### src/rtl/stream_demux.sv
// Registered 1-to-2 valid/ready demultiplexer: each accepted word is steered by in_sel
// into a one-entry output slot and held there until that port's consumer takes it.
module stream_demux #(
    parameter int WIDTH = 32,
    parameter int CW    = 16
) (
    input  logic             clk,
    input  logic             rst_n,
    input  logic             in_valid,
    output logic             in_ready,
    input  logic             in_sel,
    input  logic [WIDTH-1:0] in_data,
    output logic             out0_valid,
    input  logic             out0_ready,
    output logic [WIDTH-1:0] out0_data,
    output logic             out1_valid,
    input  logic             out1_ready,
    output logic [WIDTH-1:0] out1_data,
    output logic [CW-1:0]    cnt0,
    output logic [CW-1:0]    cnt1
);

    logic free0;
    logic free1;
    logic load0;
    logic load1;
    logic drain0;
    logic drain1;

    // A slot draining this cycle can take a new word at the same edge.
    assign free0  = !out0_valid || out0_ready;
    assign free1  = !out1_valid || out1_ready;
    assign in_ready = in_sel ? free1 : free0;

    assign load0  = in_valid && !in_sel && free0;
    assign load1  = in_valid &&  in_sel && free1;
    assign drain0 = out0_valid && out0_ready;
    assign drain1 = out1_valid && out1_ready;

    always_ff @(posedge clk or negedge rst_n) begin
        if (!rst_n) begin
            out0_valid <= 1'b0;
            out0_data  <= '0;
        end else if (load0) begin
            out0_valid <= 1'b1;
            out0_data  <= in_data;
        end else if (drain0) begin
            out0_valid <= 1'b0;
        end
    end

    always_ff @(posedge clk or negedge rst_n) begin
        if (!rst_n) begin
            out1_valid <= 1'b0;
            out1_data  <= '0;
        end else if (load1) begin
            out1_valid <= 1'b1;
            out1_data  <= in_data;
        end else if (drain1) begin
            out1_valid <= 1'b0;
        end
    end

    // Delivery counters wrap naturally at 2^CW.
    always_ff @(posedge clk or negedge rst_n) begin
        if (!rst_n) begin
            cnt0 <= '0;
            cnt1 <= '0;
        end else begin
            if (drain0) cnt0 <= cnt0 + 1'b1;
            if (drain1) cnt1 <= cnt1 + 1'b1;
        end
    end

endmodule
### config.mk
export PLATFORM = sky130hd
export DESIGN_NAME = stream_demux
export DESIGN_NICKNAME = d
export VERILOG_FILES = /design/src/rtl/stream_demux.sv
export SDC_FILE = /design/constraint.sdc
export NUM_CORES = 1
export LEC_CHECK = 0
export CORE_MARGIN = 4
export CORE_UTILIZATION = 47
export CTS_BUF_LIST = sky130_fd_sc_hd__clkbuf_4 sky130_fd_sc_hd__clkbuf_8 sky130_fd_sc_hd__clkbuf_16
export CTS_CLUSTER_DIAMETER = 100
export CTS_CLUSTER_SIZE = 16
export DETAILED_ROUTE_END_ITERATION = 16
export PLACE_DENSITY = 0.84
export SYNTH_ARGS = -nofsm -noshare
export SYNTH_HDL_FRONTEND = slang
export SYNTH_SLANG_ARGS = --single-unit
### constraint.sdc
create_clock -name clk -period 3.6 [get_ports clk]
set_input_delay 0.54 -clock clk [delete_from_list [all_inputs] [get_ports clk]]
set_output_delay 0.54 -clock clk [all_outputs]
set_load 0.01 [all_outputs]
==> impl_metrics.yaml <==
outcome:
  status: "complete, no violations"
cts:
  path_clk_slew_ns: 0.09
  cts_num_sinks: 98
  cts_resized: 0
  cts_root_buffer: "clkbuf_8"
  clock_latency_ns: 0.34
  post_cts_buffers: 0
  cts_inserted_buffers: 9
  holdBufCountCts: 0
  htreeDepth: 3
  cts_tree: "built"
  cts_buffer_depth: 2
layout:
  stdcell_area_um2: 5500
  area_growth_pct: 43.3
  fin_nets: 446
  utilization: 0.701
  layout_commonest_cell: "clkdlybuf4s50_1"
  num_antenna_cells: 0
  drive_above_1_share: 0.217
  layout_common_cells: "clkdlybuf4s50_1 (135), dfrtp_1 (98), mux2_2 (64), xnor2_1 (26), nand3_1 (14)"
sta:
  fin_setup_tns_ns: 0
  period_minus_slack_ns: 2.55
  setup_violations: 0
  max_slew_margin: 0.422
  hold_viol: 0
  fmax_ghz: 0.392
  worstMarginPinSlew_ns: 0.867
  grt_setup_unrepaired: "no"
  finalCritPeriodShare: 0.708
  skew_ns: 0.00847
  slew_viol_final: 0
logic_synthesis:
  netlist_area_um2: 3840
  syn-instance-count: 261
  synth_cell_type_count: 25
  syn_avg_cell_area_um2: 14.7
  yosysWarnings: 0
  synth_fp_nets: 301
  ys_seq_area_frac: 0.639
  synth-seq-cells: 98
global_route:
  grt_pass1_wl_um: 14200
  grt_util_met1: 0.215
  met2_usage: 0.303
  top_usage_layer: "met2"
  grt_pass1_vias: 2859
  use_met3: 0.0893
  grt_max_degree: 71
  grt_overflow: 0
  antenna_found_initial: 0
  grt_usage: 0.185
run:
  maxCapViolations: 0
die:
  die_h_um: 98.4
  initial_core_util: 0.489
  core-area_um2: 7850
  chipWidth_um: 98.4
  fp.dieArea_um2: 9680
  ios: 137
  row_count: 32
routing:
  drt-initial-drc-count: 70
  drc_errors: 0
  drtAntennaViolNets: 0
  viasPerCell: 5.05
  wl_per_cell_um: 16.8
  first_pass_iters: 4
  drt_wl_total_um: 8620
  num_vias: 2591
placement:
  dp_hpwl_um: 6340
  gp_congestion: 0.803
  placement.io_buffers: 136
  postPlaceCellArea_um2: 5320
worst_setup_path:
  path_max_fanout: 4
  endpoint_kind: "output port"
  critPathKind: "primary input to output port"
  worstPathArrival_ns: 2.01
  start_kind: "primary input"
  cp.required_ns: 3.06
power:
  netSwitchingPower_mw: 0.826
  clkPwrFrac: 0.222
  sw_frac_of_total: 0.281
  vdd_drop_max_mv: 0.385
  power.density_nw_per_um2: 534
  power_frac_seq: 0.492
  leakage_nw: 2.31
  p_total_mw: 2.94
  p_int_mw: 2.12
  p_comb_frac: 0.286
hold_path:
  hp-class: "primary input to async pin"
==> synthesized netlist by cell type <==
master,count,share of area
a21oi_1,1,0.0013
and2b_1,1,0.0020
and3_1,2,0.0033
and4_1,3,0.0068
buf_2,3,0.0039
buf_4,3,0.0059
dfrtp_1,98,0.64
ha_1,2,0.0065
inv_1,4,0.0039
mux2_1,2,0.0059
mux2_2,64,0.19
nand2_1,12,0.012
nand2b_1,2,0.0033
nand3_1,14,0.018
nand3b_1,1,0.0020
nand4_1,5,0.0081
nand4_2,1,0.0033
nor2_1,8,0.0078
nor2_4,1,0.0029
nor3_1,1,0.0013
nor3_2,1,0.0026
nor3b_2,1,0.0033
o21ai_0,1,0.0013
xnor2_1,26,0.059
xor2_1,4,0.0091
==> routing by layer <==
metal | vias up | part of all wire
li1 | 1184 | -
met2 | 98 | 0.50
met1 | 1301 | 0.40
met5 | - | 0
met4 | 0 | 0.010
met3 | 8 | 0.096
==> through the flow <==
stage / std cells / hold WS [ns] / setup slack (ns)
final: 513 / 0.291 / 1.05
after global routing: 513 / 0.337 / 0.980
after CTS: 513 / 0.327 / 1.04
after detailed placement: 497 / 0.481 / 1.05
after global placement: 497 / 0.461 / 1.09
after floorplan: 261 / 0.244 / 2.07
==> state kept, by name (all words and copies together) (netlist names) <==
signal	flops
out0_valid	1
out1_valid	1
cnt0	16
out0_data	32
out1_data	32
cnt1	16
==> power groups by stage <==
stage / sequential, mW / clock [mW] / combinational, mW
2_1_floorplan: 1.54 / 0 / 0.232
3_3_place_gp: 1.45 / 0 / 0.833
3_5_place_dp: 1.47 / 0 / 0.851
4_1_cts: 1.45 / 0.670 / 0.855
5_1_grt: 1.48 / 0.722 / 0.901
6_report: 1.45 / 0.652 / 0.842
==> critical path: stages <==
cell and delay (ns):
clkdlybuf4s50_1 0.52, and2b_1 0.25, a21oi_1 0.16, clkdlybuf4s50_1 0.55
==> final cells by class <==
class	count	area (um2)
fill	575	2340
inverter	4	15.0
timing repair buffer	140	1390
clock inverter	4	26.3
multi-input combinational	153	1340
sequential	98	2450
clock buffer	12	159
tap	102	128
==> cells by family after synthesis <==
family / Yosys count / share of synthesized area
AOI/OAI and AO/OA: 2 / 0.00260
xor gates and xnor gates: 30 / 0.0684
adders and majority gates: 2 / 0.00652
buffers and inverters: 10 / 0.0137
DFF: 98 / 0.639
muxes: 66 / 0.194
and+or+nand+nor: 53 / 0.0766
==> final timing paths <==
kind,cells past startpoint,slack [ns],start,end
max in group asynchronous,2,2.54,rst_n,out0_data[15]
min reg2reg,1,0.48,cnt0[15],cnt0[15]
min in group clk,1,0.48,cnt0[15],cnt0[15]
max reg2reg,4,1.91,out1_valid,out1_data[13]
min,1,0.29,rst_n,out0_data[10]
max,4,1.05,out1_ready,in_ready
Power figures use the tool's default switching activity.
